--- src/rtl/debounce_pkg.sv ---
// Shared types and default constants for the debounce/synchronizer slice.
package debounce_pkg;

  typedef enum logic [1:0] {
    IDLE_LO = 2'b00,
    CNT_HI  = 2'b01,
    IDLE_HI = 2'b10,
    CNT_LO  = 2'b11
  } db_state_t;

  localparam int DB_SYNC_STAGES_DEF = 2;
  localparam int DB_STABLE_CNT_DEF  = 50000;

endpackage

--- src/rtl/debounce_sync_chain.sv ---
// Parameterized multi-flop synchronizer with asynchronous active-low reset to 0.
// Reusable for any asynchronous input bus; DEPTH must be at least 2.
module sync_chain #(
  parameter int WIDTH = 1,
  parameter int DEPTH = 2
) (
  input  logic             clk,
  input  logic             rst,
  input  logic [WIDTH-1:0] d,
  output logic [WIDTH-1:0] q
);

  logic [DEPTH-1:0][WIDTH-1:0] stage;

  // NOTE: sequential state uses non-blocking assignments so every flop samples pre-edge values.
  always_ff @(posedge clk or negedge rst) begin
    if (!rst) stage <= '0;
    else      stage <= {stage[DEPTH-2:0], d};
  end

  assign q = stage[DEPTH-1];

endmodule

--- src/rtl/debounce_sync.sv ---
// Synchronizes and debounces a raw asynchronous level into a clean registered level.
// Optional rise/fall strobes are built only when DEBOUNCE_EDGE_STROBE_EN is defined.
module debounce_sync
  import debounce_pkg::*;
#(
  parameter int SYNC_STAGES = DB_SYNC_STAGES_DEF,
  parameter int CNT_W       = 16,
  parameter int STABLE_CNT  = DB_STABLE_CNT_DEF
) (
  input  logic clk,
  input  logic rst,
  input  logic din,
  output logic dout,
  output logic busy,
  output logic rise,
  output logic fall
);

  localparam logic [CNT_W-1:0] CNT_LAST = CNT_W'(STABLE_CNT - 1);
  localparam logic [CNT_W-1:0] CNT_ONE  = CNT_W'(1);

  logic             din_s;
  db_state_t        state, state_nxt;
  logic [CNT_W-1:0] cnt, cnt_nxt;

  sync_chain #(
    .WIDTH (1),
    .DEPTH (SYNC_STAGES)
  ) u_sync (
    .clk (clk),
    .rst (rst),
    .d   (din),
    .q   (din_s)
  );

  always_ff @(posedge clk or negedge rst) begin
    if (!rst) begin
      state <= IDLE_LO;
      cnt   <= '0;
    end else begin
      state <= state_nxt;
      cnt   <= cnt_nxt;
    end
  end

  // NOTE: every always_comb output gets a default first, so no path can infer a latch.
  always_comb begin
    state_nxt = state;
    cnt_nxt   = cnt;
    case (state)
      IDLE_LO: if (din_s) begin
        if (STABLE_CNT == 1) state_nxt = IDLE_HI;
        else begin
          state_nxt = CNT_HI;
          cnt_nxt   = CNT_ONE;
        end
      end
      CNT_HI: begin
        if (!din_s) begin
          state_nxt = IDLE_LO;
          cnt_nxt   = '0;
        end else if (cnt == CNT_LAST) begin
          state_nxt = IDLE_HI;
          cnt_nxt   = '0;
        end else cnt_nxt = cnt + CNT_ONE;
      end
      IDLE_HI: if (!din_s) begin
        if (STABLE_CNT == 1) state_nxt = IDLE_LO;
        else begin
          state_nxt = CNT_LO;
          cnt_nxt   = CNT_ONE;
        end
      end
      CNT_LO: begin
        if (din_s) begin
          state_nxt = IDLE_HI;
          cnt_nxt   = '0;
        end else if (cnt == CNT_LAST) begin
          state_nxt = IDLE_LO;
          cnt_nxt   = '0;
        end else cnt_nxt = cnt + CNT_ONE;
      end
      default: begin
        state_nxt = IDLE_LO;
        cnt_nxt   = '0;
      end
    endcase
  end

  // Outputs decode only the state register, so nothing reaches them combinationally from din.
  always_comb begin
    dout = (state == IDLE_HI) || (state == CNT_LO);
    busy = (state == CNT_HI)  || (state == CNT_LO);
  end

`ifdef DEBOUNCE_EDGE_STROBE_EN
  logic dout_q;

  always_ff @(posedge clk or negedge rst) begin
    if (!rst) dout_q <= 1'b0;
    else      dout_q <= dout;
  end

  assign rise = dout & ~dout_q;
  assign fall = ~dout & dout_q;
`else
  assign rise = 1'b0;
  assign fall = 1'b0;
`endif

endmodule

--- config.mk ---
export PLATFORM = sky130hd
export DESIGN_NAME = debounce_sync
export DESIGN_NICKNAME = d
export VERILOG_FILES = /design/src/rtl/debounce_pkg.sv /design/src/rtl/debounce_sync_chain.sv /design/src/rtl/debounce_sync.sv
export SDC_FILE = /design/constraint.sdc
export NUM_CORES = 1
export LEC_CHECK = 0
export BUFFER_PORTS_ARGS = -buffer_cell sky130_fd_sc_hd__buf_2
export CORE_MARGIN = 3
export CORE_UTILIZATION = 35
export CTS_CLUSTER_DIAMETER = 100
export DETAILED_ROUTE_END_ITERATION = 6
export GPL_TIMING_DRIVEN = 0
export PLACE_DENSITY = 0.63
export SYNTH_ARGS = -nofsm -noshare
export SYNTH_HDL_FRONTEND = slang
export SYNTH_SLANG_ARGS = --single-unit
--- constraint.sdc ---
create_clock -name clk -period 1.8 [get_ports clk]
set_input_delay 0.18 -clock clk [delete_from_list [all_inputs] [get_ports clk]]
set_output_delay 0.18 -clock clk [all_outputs]
set_load 0.1 [all_outputs]
== Yosys cells after proc, flatten, opt, wreduce, memory -nomap -nowiden ==
Cells that the tools add are included.

* Register bits: 20
* Bits in latches: 0
* Bits in writable memories: 0
* ROM bits: 0
* Output and inout bits: 4
* Logic and storage cells: 31
* Memories kept: 0

* Add/subtract/negate cells: 1
* Multiply operators: 0
* Divide/modulo/power cells: 0
* Order comparisons: 0
* Equal/unequal tests: 8
* Shifts and indexed selects: 0
* Muxes and demuxes: 13
* Bitwise logic cells: 0
* Reductions and logical operators: 5

{| class="wikitable"
|+ Operator list
! kind !! count
|-
| 2-to-1 mux 16 bit || 5
|-
| one-hot mux 16 bit (4 select lines) || 1
|-
| adder 16 x 1 -> 16 bit, second input constant || 1
|-
| == test 16 bit, second input constant || 1
|-
| 2-to-1 mux 2 bit || 6
|-
| one-hot mux 2 bit (4 select lines) || 1
|-
| == test 2 bit, second input constant || 2
|-
| AND reduction 4 bit || 1
|-
| != test 3 x 2 -> 1 bit, second input constant || 1
|-
| != test 3 bit, second input constant || 1
|-
| == test 2 x 1 -> 1 bit, second input constant || 1
|-
| zero test 2 bit || 1
|-
| logical OR 1 bit || 2
|-
| != test 2 x 1 -> 1 bit, second input constant || 1
|-
| != test 2 bit, second input constant || 1
|-
| AND reduction 2 bit || 1
|}

== Longest topological paths before layout ==
* Depth after elaboration: 4
* Gate-level depth with buffers: 6
* Mapped depth without buffers: 5

== Hierarchy ==
From an unflattened synthesis, not the netlist that was laid out.

* Cells, all modules: 116
* Area, all modules: 1057.3 um2

{| class="wikitable"
|+ By module, submodules not included
! module !! times used !! cells an instance !! area an instance (um2) !! sequential area each (um2)
|-
| debounce_sync || 1 || 114 || 1007.2 || 450.4
|-
| sync_chain || 1 || 2 || 50.0 || 50.0
|}

== Worst setup path after synthesis ==
Ideal clock, no wire load.

* Path kind: register to register
* Start: register cnt[0]
* End: register with a tool-made name
* Library setup time: 0.125 ns
* Arrival: 1.528 ns
* Required time: 1.675 ns
* Path slack: 0.148 ns
* Cell stages (with the launch flop): 6
* Period minus slack after synthesis: 1.652 ns
* Cell sequence: dfrtp_1 -> ha_1 -> and4_1 -> nand4_1 -> a21oi_1 -> mux2_2

{| class="wikitable"
|+ RTL lines
! element !! line !! text
|-
| start: declaration || debounce_sync.sv:24 || <nowiki>logic [CNT_W-1:0] cnt, cnt_nxt;</nowiki>
|-
| start signal: assignment || debounce_sync.sv:42 || <nowiki>cnt <= cnt_nxt;</nowiki>
|}

==> summary.txt <==
=================================================================================
First-pass GRT wire length .........................................      3.75 mm
Leak pwr ...........................................................  0.000522 µW
Via count of the first global-routing pass .........................          816
DR vias ............................................................          847
Height of the chip .................................................      61.5 µm
Effective utilization at floorplan .................................        0.379
Max Clock Freq .....................................................      600 MHz
Async set or reset register ratio after synthesis ..................         1.00
Core ar. ...........................................................     2850 µm²
Worst Hold Class ................................................... input port to async pin
Comb power frac ....................................................        0.476
Number of enable-type register cells in the synthesized netlist ....            0
Largest family of logic cells by synthesized area .................. simple AND/OR/NAND/NOR gates
Final Hold Violating Endpoints .....................................            0
Post-synthesis xor/xnor area fraction ..............................       0.0649
Number of CTS-inserted buffers .....................................            3
Reg-to-reg critical path startpoint ................................       cnt[0]
Cell area after synthesis ..........................................     1080 µm²
RSZ-0062 raised after global routing ...............................        false
Critical Setup Path Class .......................................... flop to flop
Utilization of the core after routing ..............................        0.431
Gr usage total .....................................................        0.135
Max H-tree Level ...................................................            1
CTS clk-pin slew, worst paths ......................................      0.10 ns
Sequential area share after synthesis ..............................        0.463
Total Die Area .....................................................     3790 µm²
Cell variety after synth ...........................................           37
Max cap viols ......................................................            0
# rows .............................................................           19
Endpoint kind of the worst setup timing path .......................         flop
Compound-Gate Fraction of Synth Area ...............................        0.165
Area Growth Syn to Fin .............................................        13.9%
Number of buffer and inverter instances along the worst setup path .            1
Mean instance size in the synthesized netlist ......................     10.5 µm²
Post-Syn Instances .................................................          103
Flop pwr share .....................................................        0.381
Die width ..........................................................      61.5 µm
Final Setup Violations .............................................            0
Data arrival time of the critical path .............................      1.86 ns
Post-Route Skew ....................................................   0.00275 ns
Area contributors post-synth ....................................... dfrtp_1, xor2_1, a21oi_1
Launching element type of the critical path ........................         flop
Worst stage delay on the critical path .............................      0.43 ns
Data required, critical path .......................................      1.99 ns
Yosys top cell area share ..........................................        0.463
Cell taking the most area after synthesis ..........................      dfrtp_1
Top cell family by delay on the critical path ......................   flip-flops
Clock latency reported for the late side of the worst-skew pair ....      0.30 ns
Ys flop type .......................................................      dfrtp_1
Initial antenna violation count ....................................            0
Relative max-transition margin .....................................        0.654
Proportion of layout cells with a drive suffix above 1 .............        0.241
Dpl hpwl ...........................................................      1.49 mm
Status ............................................................. finished, final reports clean
Maximum number of pins on one net before global-route repair .......           21
Switching power summed over all nets ...............................       653 µW
Final period util ..................................................        0.925
Cell types with the highest counts after synthesis ................. dfrtp_1, nor2_1, a21oi_1
Number of DRC markers after the initial detailed-route iteration ...           14
Detailed Routing Iterations Pass 1 .................................            4
Mean number of vias per cell .......................................         5.76
DRC violations left ................................................            0
Multiplexer area fraction after synthesis ..........................       0.0104
Synthesized-area fraction occupied by and/or/nand/nor cells ........        0.234
Bufs on Longest Clock Path .........................................            2
Final net count ....................................................          122
Count of inserted antenna diode cells ..............................            0
Number of slew-limit violations in the final report ................            0
IO Port Bufs .......................................................            4
TritonCTS clock tree ...............................................         done
Sw Share ...........................................................        0.452
Internal cell power ................................................       791 µW
Portion of total power attributed to the clock network .............        0.143
Number of cells traversed by the worst register-to-register path ...            6
Most common cell in the synthesized netlist ........................      dfrtp_1
Worst-path fanout max ..............................................            6
Worst reg-to-reg setup slack .......................................      0.13 ns
Routability congestion estimate from global placement ..............        0.804
Cell chosen for the clock root .....................................     clkbuf_4
Worst IR Drop VDD ..................................................      1010 µV
Yosys synthesis warning count ......................................            0
Cell chain of the critical path .................................... ha_4 -> and4_4 -> nand4_1 -> buf_4 -> a21oi_2 -> mux2_2
Adder and majority cell fraction of the synthesized area ...........       0.0116
Number of register bits inferred by synthesis ......................           20
Slew @ Worst Pin ...................................................     0.516 ns
Post-detailed-placement cell area ..................................     1140 µm²
Power density normalized to cell area ..............................  1170 nW/µm²
Standard cell with the maximum stage delay on the critical path ....      dfrtp_1
Post-detailed-routing wire length ..................................      2.11 mm
Non-Filler Cell Area, Final ........................................     1230 µm²
Critical path startpoint ...........................................       cnt[0]
Average wire per standard cell .....................................      14.3 µm
Post-DRT Antenna Nets ..............................................            0
Num Clock Sinks ....................................................           20
Top Ports ..........................................................            7
Time the final worst path needs with I/O delays and setup ..........      1.67 ns
Critical Path Stages ...............................................            6
GRT overflow .......................................................            0
=================================================================================
-- routing by layer --
| metal | up-vias | wire, µm | track usage |
|---|---|---|---|
| li1 | 412 | - | - |
| met1 | 418 | 1010 | 0.177 |
| met2 | 13 | 1000 | 0.211 |
| met3 | 4 | 50 | 0.0252 |
| met4 | 0 | 42 | 0.0727 |
| met5 | - | 0 | 0 |
-- power by group through the flow --
stage / Clock, µW / Sequential [µW] / Combinational (µW)
after detailed placement: 0 / 551 / 645
final: 207 / 550 / 687
after floorplan: 0 / 541 / 533
after global routing: 239 / 557 / 752
after global placement: 0 / 547 / 637
after CTS: 223 / 542 / 656
-- flip-flops by register name, summed over array words and instances, names as in the netlist, named ones only --
signal        count
u_sync.stage      1
cnt              16
u_sync.q          1
state             1
-- stage by stage --
step           setup TNS (ns)  setup slack, ns  hold slack, ns  std cells  total power, µW
2_1_floorplan               0            0.148          -0.116        104             1070
3_3_place_gp           -0.813          -0.0813           0.148        139             1180
3_5_place_dp            -1.13           -0.111           0.152        139             1200
4_1_cts                     0           0.0241           0.344        146             1420
5_1_grt                     0           0.0111           0.384        147             1550
6_report                    0            0.135           0.354        147             1440
-- cell families (layout without fill, tap and decap cells) --
kind of cell | count (synthesis) | after routing
AO/OA/AOI/OAI | 24 | 24
flip-flops | 20 | 20
buffers and inverters | 9 | 21
multiplexers | 1 | 1
adder cells (fa/ha/maj) | 1 | 1
AND/OR/NAND/NOR | 39 | 39
XOR/XNOR | 8 | 8
other | 1 | 2
-- final cells by class --
class	instances	area [µm²]
Tap cell	31	38.8
Multi-Input combinational cell	75	554
Buffer	7	43.8
Clock buffer	3	22.5
Sequential cell	20	500
Timing Repair Buffer	9	62.6
Fill cell	287	1620
Inverter	2	7.51
-- worst min path at each step --
stage	startpoint	endpoint	slack (ns)	depth (start not counted)
after global routing	u_sync.stage[0]	u_sync.q	0.38	0
after CTS	rst	state[0]	0.34	2
final	rst	u_sync.stage[0]	0.35	2
after floorplan	rst	async pin	-0.12	0
after global placement	rst	u_sync.stage[0]	0.15	1
after detailed placement	rst	u_sync.stage[0]	0.15	1
-- cells in the final DEF (no fill, tap or decap), drive strengths merged, types with 2 or more instances in the layout --
cell	n
nor2	10
and3	2
o211ai	3
clkbuf	4
nand2	2
xor2	7
or4	4
a22o	3
nand4	4
and2	4
o31ai	4
nand4b	2
inv	2
nand3	4
dfrtp	20
buf	13
and4	2
o2111ai	2
dlygate4sd3	2
a21oi	8
conb	2
-- repair_timing --
item                                    4_1_cts  5_1_grt
gates resized for setup                       1        4
hold endpoints to repair                     21        0
pin swaps                                     1        1
gates cloned                                  0        0
buffers inserted                              2        1
hold buffers                                  2        0
endpoints found under the setup margin       12       12
(Power assumes the default switching activity.)
